### config.mk
export PLATFORM = sky130hd
export DESIGN_NAME = pwl_reg_readback
export DESIGN_NICKNAME = d
export VERILOG_FILES = /design/src/rtl/pwl_reg_readback.sv
export SDC_FILE = /design/constraint.sdc
export NUM_CORES = 1
export LEC_CHECK = 0
export ABC_AREA = 1
export CAP_MARGIN = 30
export CORE_UTILIZATION = 54
export CTS_CLUSTER_SIZE = 28
export DETAILED_ROUTE_END_ITERATION = 12
export PLACE_DENSITY = 0.95
export SYNTH_ARGS = -nofsm -noshare
export SYNTH_HDL_FRONTEND = slang
export SYNTH_SLANG_ARGS = --single-unit
### constraint.sdc
create_clock -name clk -period 5.06 [get_ports clk]
set_clock_uncertainty 0.2 [all_clocks]
set_input_delay 1.012 -clock clk [delete_from_list [all_inputs] [get_ports clk]]
set_output_delay 1.012 -clock clk [all_outputs]
set_load 0.02 [all_outputs]
### src/rtl/pwl_reg_readback.sv
// rtl/pwl_reg_readback.sv - burst readback of per-channel synth registers as a byte stream
// Each 16-bit register is fetched, masked to its field width and sent low byte first.
module pwl_reg_readback #(
  parameter int NUM_CH     = 4,
  parameter int BURST_BITS = 5,
  localparam int CH_BITS   = $clog2(NUM_CH),
  localparam int ADDR_W    = CH_BITS + 3
) (
  input  logic                  clk,
  input  logic                  rst_n,
  input  logic                  req_valid,
  output logic                  req_ready,
  input  logic [ADDR_W-1:0]     req_addr,
  input  logic [BURST_BITS-1:0] req_len,
  output logic                  reg_re,
  output logic [ADDR_W-1:0]     reg_raddr,
  input  logic [15:0]           reg_rdata,
  output logic                  out_valid,
  input  logic                  out_ready,
  output logic [7:0]            out_data,
  output logic                  busy
);

  typedef enum logic [2:0] {
    IDLE,
    FETCH,
    LATCH,
    SEND_LO,
    SEND_HI
  } state_t;

  state_t                state, state_n;
  logic [ADDR_W-1:0]     cur_addr, cur_addr_n;
  logic [BURST_BITS-1:0] remaining, remaining_n;
  logic [15:0]           data, data_n;

  logic                  req_ready_n;
  logic                  reg_re_n;
  logic [ADDR_W-1:0]     reg_raddr_n;
  logic                  out_valid_n;
  logic [7:0]            out_data_n;
  logic                  busy_n;

  // Field widths of the eight per-channel registers; unused bits read as 0.
  function automatic logic [15:0] field_mask(input logic [2:0] reg_idx);
    case (reg_idx)
      3'd0:                field_mask = 16'h1FFF;
      3'd1:                field_mask = 16'h003F;
      3'd2, 3'd3, 3'd4:    field_mask = 16'h00FF;
      default:             field_mask = 16'hFFFF;
    endcase
  endfunction

  always_comb begin
    state_n     = state;
    cur_addr_n  = cur_addr;
    remaining_n = remaining;
    data_n      = data;

    case (state)
      IDLE: begin
        if (req_valid && req_ready) begin
          cur_addr_n  = req_addr;
          remaining_n = req_len;
          state_n     = FETCH;
        end
      end
      FETCH: state_n = LATCH;
      LATCH: begin
        data_n  = reg_rdata & field_mask(cur_addr[2:0]);
        state_n = SEND_LO;
      end
      SEND_LO: begin
        if (out_ready) state_n = SEND_HI;
      end
      SEND_HI: begin
        if (out_ready) begin
          if (remaining == '0) begin
            state_n = IDLE;
          end else begin
            remaining_n = remaining - 1'b1;
            cur_addr_n  = cur_addr + 1'b1;
            state_n     = FETCH;
          end
        end
      end
      default: state_n = IDLE;
    endcase

    // Outputs are decoded from the next state so they leave the block registered.
    req_ready_n = (state_n == IDLE);
    busy_n      = (state_n != IDLE);
    reg_re_n    = (state_n == FETCH);
    reg_raddr_n = (state_n == FETCH) ? cur_addr_n : reg_raddr;
    out_valid_n = (state_n == SEND_LO) || (state_n == SEND_HI);
    out_data_n  = 8'h00;
    if (state_n == SEND_LO) out_data_n = data_n[7:0];
    if (state_n == SEND_HI) out_data_n = data_n[15:8];
  end

  always_ff @(posedge clk or negedge rst_n) begin
    if (!rst_n) begin
      state     <= IDLE;
      cur_addr  <= '0;
      remaining <= '0;
      data      <= '0;
      req_ready <= 1'b1;
      reg_re    <= 1'b0;
      reg_raddr <= '0;
      out_valid <= 1'b0;
      out_data  <= 8'h00;
      busy      <= 1'b0;
    end else begin
      state     <= state_n;
      cur_addr  <= cur_addr_n;
      remaining <= remaining_n;
      data      <= data_n;
      req_ready <= req_ready_n;
      reg_re    <= reg_re_n;
      reg_raddr <= reg_raddr_n;
      out_valid <= out_valid_n;
      out_data  <= out_data_n;
      busy      <= busy_n;
    end
  end

  a_re_only_fetch: assert property (@(posedge clk) disable iff (!rst_n)
    reg_re |-> (state == FETCH));
  a_out_hold: assert property (@(posedge clk) disable iff (!rst_n)
    (out_valid && !out_ready) |=> (out_valid && $stable(out_data)));
  a_busy_state: assert property (@(posedge clk) disable iff (!rst_n)
    busy == (state != IDLE));

endmodule

==> results.json, run 1 <==
{
  "reg2reg_from": "state[2]",
  "setup_viol": 0,
  "fp-row-count": 22,
  "clockBufferDepth": 2,
  "dp_hpwl_um": 3290,
  "cts_root_buf": "clkbuf_8",
  "vdd_ir_drop_max_mv": 0.357,
  "syn_area_um2": 2180,
  "start_util": 0.577,
  "crit_family": "buffers and inverters",
  "max_freq_mhz": 378,
  "crit_slowest_cell": "clkdlybuf4s50_1",
  "wire_per_inst_um": 13.9,
  "crit_path_max_incr_delay_ps": 590,
  "syn_to_final_growth_pct": 27.1,
  "critPathLaunchType": "flop",
  "drv_slew": 0,
  "clk_pin_slew_ps": 90,
  "core_area_um2": 3770,
  "worstPathMaxFanout": 2,
  "firstDrtPassIters": 4,
  "gp_congestion": 0.846,
  "drt-vias-per-instance": 5.42,
  "vias": 1930,
  "period_share": 0.522,
  "overflow": 0,
  "detail-route-antenna-nets": 0,
  "fin_crit_ps": 2640,
  "syn_inst": 257,
  "grt_first_pass_wirelength_um": 8340,
  "hold_path.class": "flop to flop",
  "grt_max_degree": 47,
  "drive_gt1_frac": 0.0844,
  "holdBufCountCts": 0,
  "antenna_cells": 0,
  "die_area_um2": 4290,
  "yosysTopAreaCell": "dfrtp_1",
  "avgSynthCellArea_um2": 8.47,
  "portBuffers": 46,
  "drc": 0,
  "seqPwrFrac": 0.388,
  "cts_buffers": 5,
  "track_usage": 0.267,
  "p_leak_nw": 1.40,
  "power_frac_comb": 0.465,
  "final_net_count": 344,
  "hold_path_depth": 2,
  "min-delay-start": "data[3]",
  "worstSetupStartpoint": "req_ready",
  "first_global_vias": 1872,
  "syn_nets": 294,
  "slew_headroom": 0.565,
  "clkPwrFrac": 0.147,
  "h-tree-depth": 2,
  "antenna_found_initial": 0,
  "drv_cap": 0,
  "synthTopCellsByArea": "dfrtp_1 (52%), nand2_1 (19%), nand3_1 (4.1%)",
  "tightest_slew_ps": 650,
  "cp_num_buf_inv": 1,
  "ios": 47,
  "synth.distinct_cells": 28,
  "timing.setup.tns_ps": 0,
  "rsz0062_at_grt": "no",
  "crit_chain": "clkdlybuf4s50_1",
  "powerDensity_nw_per_um2": 582,
  "critical_path_required_ps": 3850,
  "hold_violations": 0,
  "r2r_end": "out_data[5]",
  "internal-power_mw": 0.913,
  "rr_worst_depth": 5,
  "switchingPower_mw": 0.696,
  "switching_share": 0.433,
  "arrival_ps": 1430,
  "synth_top_area_frac": 0.517,
  "drt_wl_total_um": 4960,
  "power_mw": 1.61,
  "status": "finished, final reports clean",
  "dieWidth_um": 65.5,
  "ys_warn_count": 0,
  "cts.sinks": 46,
  "worstSkewPairLatency_ps": 310,
  "die_h_um": 65.5,
  "drtIter0Drc": 150,
  "worst-r2r-setup-slack_ps": 2960,
  "min_to": "data[3]",
  "cts_tree": "done",
  "post_cts_resized": 0,
  "yosysSeqAreaShare": 0.529,
  "path_class": "flop to output port",
  "post_cts_buffers": 0,
  "synth_seq_cells": 46,
  "end_kind": "output port"
}
per-layer routing:
metal  GRT usage  vias up  part of all wire
met5           0        -                 0
met3      0.0799       13             0.060
met1       0.319      931              0.41
li1            -      916                 -
met4       0.152        0             0.025
met2       0.429       70              0.51
final cells by class:
type,instances,area (µm²)
Fill cell,252,1000
Clock buffer,6,82.6
Tap cell,48,60.1
Sequential cell,46,1150
Inverter,24,90.1
Multi-Input combinational cell,183,893
Clock inverter,2,12.5
Timing Repair Buffer,47,475
cell usage after synthesis (all sizes together):
cell type	n
buf	4
nand3	19
nor3	3
o211ai	1
o22ai	1
inv	24
a22o	1
nor2	11
a22oi	2
nand2	113
ha	7
dfstp	1
or2	3
a31oi	2
dfrtp	45
o21ai	13
a21oi	2
nand4	5
worst max-delay path by stage:
stage / end / cells past startpoint
after global placement: busy / 7
final: req_ready / 1
after floorplan: busy / 7
after global routing: req_ready / 1
after CTS: req_ready / 1
after detailed placement: reg_raddr[3] / 8
power groups by stage:
stage               Sequential, mW  Combinational [mW]  Clock, mW
floorplan                    0.670               0.442          0
global placement             0.619               0.697          0
detailed placement           0.624               0.730          0
CTS                          0.621               0.747      0.240
global route                 0.641               0.842      0.258
finish                       0.624               0.749      0.237
cell families (layout without fill, tap and decap cells):
group,after synthesis,in the layout,share of synthesized area
compound gates,22,22,0.0626
fa+ha+maj,7,7,0.0402
buf+inv,28,79,0.0603
flops,46,46,0.529
simple gates,154,154,0.307
cell usage in the layout (no fill, tap or decap), drive strengths merged, types with 3 or more instances in the layout:
cell,Yosys,layout
clkbuf,0,6
clkdlybuf4s50,0,45
dfrtp,45,45
ha,7,7
inv,24,24
nand2,113,113
nand3,19,19
nand4,5,5
nor2,11,11
nor3,3,3
o21ai,13,13
or2,3,3
metrics by stage:
stage,hold slack [ps],instances,area (µm²),util,setup WS [ps]
6_report,279,356,2770,0.734,2420
4_1_cts,277,355,2750,0.728,2410
2_1_floorplan,238,257,2180,-,3050
3_5_place_dp,255,347,2650,0.703,2240
3_3_place_gp,251,347,2650,0.703,2330
5_1_grt,303,356,2770,0.734,2370
registers in the layout, summed over array words and instances, names as in the netlist, 3 cells and up:
name       count
out_data       8
remaining      5
reg_raddr      5
cur_addr       5
state          3
data          16
(Power assumes the default switching activity.)
==> run 2, diff against run 1 <==
Settings changed: CORE_UTILIZATION 54 to 50, PLACE_DENSITY 0.95 to 0.9.
Clock period 5.06 ns to 2.6 ns, I/O delays scaled along.
==> results.json, run 2 (synthesis results as in run 1) <==
{
  "grt_first_pass_wirelength_um": 7860,
  "end_kind": "output port",
  "dp_cells": 352,
  "status": "finished, final reports clean",
  "fill_cells": 330,
  "overflow": 0,
  "arrival_ps": 1420,
  "powerDensity_nw_per_um2": 1120,
  "worstPathMaxFanout": 2,
  "period_share": 0.824,
  "portBuffers": 46,
  "top_register": "data",
  "hold_violations": 0,
  "crit_chain": "clkdlybuf4s50_1",
  "placed_cell_area_um2": 2680,
  "rsz0062_at_grt": "no",
  "core_area_um2": 4090,
  "timing.setup.tns_ps": 0,
  "drtIter0Drc": 119,
  "die_h_um": 68.0,
  "post_cts_resized": 0,
  "post_cts_buffers": 0,
  "cts_buffers": 5,
  "multiInputGateArea_um2": 893,
  "grt_max_degree": 28,
  "worstSkewPairLatency_ps": 310,
  "setup_viol": 0,
  "whs_ps": 14.2,
  "final_core_util": 0.676,
  "ios": 47,
  "crit_path_max_incr_delay_ps": 590,
  "drc": 0,
  "dp_hpwl_um": 3530,
  "fp-row-count": 23,
  "drt_wl_total_um": 4670,
  "vdd_ir_drop_max_mv": 0.608,
  "drv_cap": 0,
  "critical_path_required_ps": 1880,
  "fin_crit_ps": 2140,
  "max_freq_mhz": 467,
  "cts_tree": "done",
  "reg_top3": "data: 16 flops, out_data: 8 flops",
  "largest_reg_flops": 16,
  "detail-route-antenna-nets": 0,
  "final_cells": 360,
  "layout_commonest_cell": "nand2_1",
  "wire_per_inst_um": 13.0,
  "critPathLaunchType": "flop",
  "ff_latch_area_um2": 1150,
  "start_util": 0.533,
  "antenna_cells": 0,
  "track_usage": 0.233,
  "clk_pin_slew_ps": 90,
  "dp_slack_ps": 262,
  "crit_family": "buffers and inverters",
  "firstDrtPassIters": 4,
  "cts_root_buf": "clkbuf_8",
  "design_area_um2": 2760,
  "tightest_slew_ps": 597,
  "cp_num_buf_inv": 1,
  "final.setup.worst_slack_ps": 457,
  "path_class": "flop to output port",
  "p_leak_nw": 1.40,
  "slew_headroom": 0.602,
  "vias": 1834,
  "dieWidth_um": 68.0,
  "mostFrequentLayoutCells": "nand2_1 (111), dfrtp_1 (45), clkdlybuf4s50_1 (45)",
  "first_global_vias": 1783,
  "clockBufferDepth": 2,
  "gp_congestion": 0.850,
  "antenna_found_initial": 0,
  "hold_path.class": "input port to asynchronous set/reset pin",
  "drv_slew": 0,
  "h-tree-depth": 2,
  "crit_slowest_cell": "clkdlybuf4s50_1",
  "final_net_count": 346,
  "power_mw": 3.09,
  "syn_to_final_growth_pct": 26.9,
  "cts.sinks": 46,
  "drive_gt1_frac": 0.0871,
  "die_area_um2": 4620,
  "holdBufCountCts": 0,
  "drt-vias-per-instance": 5.09
}
==> run 2: cell count changes in the layout (fill, tap and decap cells not counted) <==
cell	change
buf_4	+3
buf_12	-1
clkinv_4	+1
clkinvlp_4	-1
clkbuf_1	+1
clkbuf_8	-1
==> run 2: report_power, final <==
part	leakage (nW)	internal [mW]	switching, mW
clock	0.0452	0.190	0.241
combinational	0.781	0.546	0.897
sequential	0.576	1.02	0.187
==> run 2: layer usage <==
metal / part of all wire / global-route usage
met5: 0 / 0
met4: 0.018 / 0.0859
met3: 0.033 / 0.0583
met2: 0.51 / 0.386
met1: 0.44 / 0.291
==> run 2: worst paths after layout <==
check / from / end / slack (ps) / depth (start not counted)
worst max-delay path: req_ready / req_ready / 460 / 1
worst min-delay path: rst_n / state[2] / 10 / 1
worst max register to register: state[0] / reg_raddr[1] / 700 / 8
worst min register to register: data[2] / data[2] / 270 / 2
max in group asynchronous: rst_n / data[11] / 1600 / 2
min in group clk: data[2] / data[2] / 270 / 2
==> run 2: area by class of cell <==
cell class              count  area share
flip-flops and latches     46       0.417
inverters                  24      0.0326
multi-input cells         183       0.323
clock buffers               6      0.0263
clock inverters             2     0.00498
well taps                  50      0.0226
repair buffers             49       0.173
==> run 3, diff against run 2 <==
Settings changed: CORE_UTILIZATION 50 to 45, PLACE_DENSITY 0.9 to 0.86.
Clock period 2.6 ns to 1.95 ns, I/O delays scaled along.
==> results.json, run 3 (synthesis results as in run 1) <==
{
  "firstDrtPassIters": 4,
  "final_net_count": 352,
  "grt_first_pass_wirelength_um": 7680,
  "cp_num_buf_inv": 1,
  "rsz0062_at_grt": "no",
  "worstPathMaxFanout": 2,
  "wire_per_inst_um": 12.6,
  "fin_crit_ps": 1860,
  "cts_root_buf": "clkbuf_8",
  "max_freq_mhz": 538,
  "cts_tree": "done",
  "antenna_cells": 0,
  "clkPwrFrac": 0.165,
  "dp_slack_ps": -8.93,
  "drv_slew": 0,
  "grt-busiest-layer": "met2",
  "crit_slowest_cell": "clkdlybuf4s50_1",
  "drive_gt1_frac": 0.117,
  "top_register": "data",
  "powerDensity_nw_per_um2": 1500,
  "portBuffers": 46,
  "period_share": 0.952,
  "switchingPower_mw": 1.77,
  "slew_headroom": 0.693,
  "cts.sinks": 46,
  "dieWidth_um": 71.6,
  "drc": 0,
  "core_area_um2": 4500,
  "grt_max_degree": 29,
  "crit_family": "buffers and inverters",
  "setup_viol": 0,
  "drv_cap": 0,
  "critical_path_required_ps": 1360,
  "drt_wl_total_um": 4650,
  "reg_top3": "data: 16 flops, out_data: 8 flops",
  "fp-row-count": 24,
  "gp_congestion": 0.895,
  "ios": 47,
  "status": "finished, final reports clean",
  "crit_path_max_incr_delay_ps": 600,
  "die_h_um": 71.6,
  "drt-vias-per-instance": 5.00,
  "detail-route-antenna-nets": 0,
  "tightest_slew_ps": 460,
  "antenna_found_initial": 0,
  "worstSkewPairLatency_ps": 300,
  "critPathLaunchType": "flop",
  "power_frac_comb": 0.459,
  "arrival_ps": 1270,
  "grt_use_met3": 0.0520,
  "hold_violations": 0,
  "seqPwrFrac": 0.376,
  "overflow": 0,
  "design_area_um2": 2860,
  "drtIter0Drc": 121,
  "die_area_um2": 5120,
  "internal-power_mw": 2.51,
  "h-tree-depth": 2,
  "grt_use_met1": 0.244,
  "final.setup.worst_slack_ps": 92.9,
  "vdd_ir_drop_max_mv": 0.770,
  "grt_util_met2": 0.327,
  "p_leak_nw": 1.45,
  "path_class": "flop to output port",
  "mostFrequentLayoutCells": "nand2_1 (109), dfrtp_1 (44), clkdlybuf4s50_1 (44)",
  "switching_share": 0.413,
  "clockBufferDepth": 2,
  "cts_buffers": 5,
  "syn_to_final_growth_pct": 31.2,
  "placed_cell_area_um2": 2730,
  "dp_hpwl_um": 3380,
  "layout_commonest_cell": "nand2_1",
  "clk_pin_slew_ps": 90,
  "hold_path.class": "flop to flop",
  "largest_reg_flops": 16,
  "vias": 1839,
  "first_global_vias": 1782,
  "start_util": 0.483,
  "crit_chain": "clkdlybuf4s50_1",
  "track_usage": 0.196,
  "end_kind": "output port"
}
==> run 3: power by group through the flow <==
stage / logic (mW) / clock network, mW / registers [mW]
floorplan: 1.15 / 0 / 1.74
global placement: 1.88 / 0 / 1.61
detailed placement: 1.94 / 0 / 1.62
CTS: 1.95 / 0.721 / 1.61
global route: 2.21 / 0.751 / 1.66
finish: 1.96 / 0.708 / 1.61
==> run 3: timing repair <==
action | CTS | global route
buffers inserted | 0 | 0
gates resized for setup | 1 | 5
hold endpoints to repair | 17 | 0
endpoints found under the setup margin | 1 | 14
hold buffers | 1 | 0
==> run 3: stage by stage <==
| stage | instances | utilization | setup TNS, ps | hold WS [ps] | power, mW |
|---|---|---|---|---|---|
| after floorplan | 257 | - | 0 | -106 | 2.89 |
| after global placement | 359 | 0.606 | 0 | 162 | 3.49 |
| after detailed placement | 359 | 0.606 | -10.6 | 171 | 3.56 |
| after CTS | 368 | 0.632 | 0 | 276 | 4.28 |
| after global routing | 368 | 0.634 | 0 | 296 | 4.62 |
| final | 368 | 0.634 | 0 | 273 | 4.28 |
==> run 3: layout make-up <==
cell class	instances	area (µm²)
Fill cell	358	1650
Tap cell	52	65.1
Sequential cell	46	1150
Clock inverter	2	37.5
Timing Repair Buffer	55	537
Multi-Input combinational cell	183	901
Inverter	24	90.1
Clock buffer	6	72.6
==> run 3: final timing paths <==
path	startpoint	to	slack, ps	depth (start not counted)
setup / recovery	reg_raddr[4]	reg_raddr[4]	90	1
hold reg to reg	data[2]	data[2]	270	2
hold / removal	data[2]	data[2]	270	2
min in group asynchronous	rst_n	reg_raddr[4]	360	2
max in group asynchronous	rst_n	cur_addr[0]	670	3
setup reg to reg	cur_addr[0]	out_data[0]	130	9
==> run 3: per-layer routing <==
metal,vias up,part of all wire
met5,-,0
met4,0,0.015
met3,6,0.042
met2,47,0.51
met1,855,0.43
li1,931,-
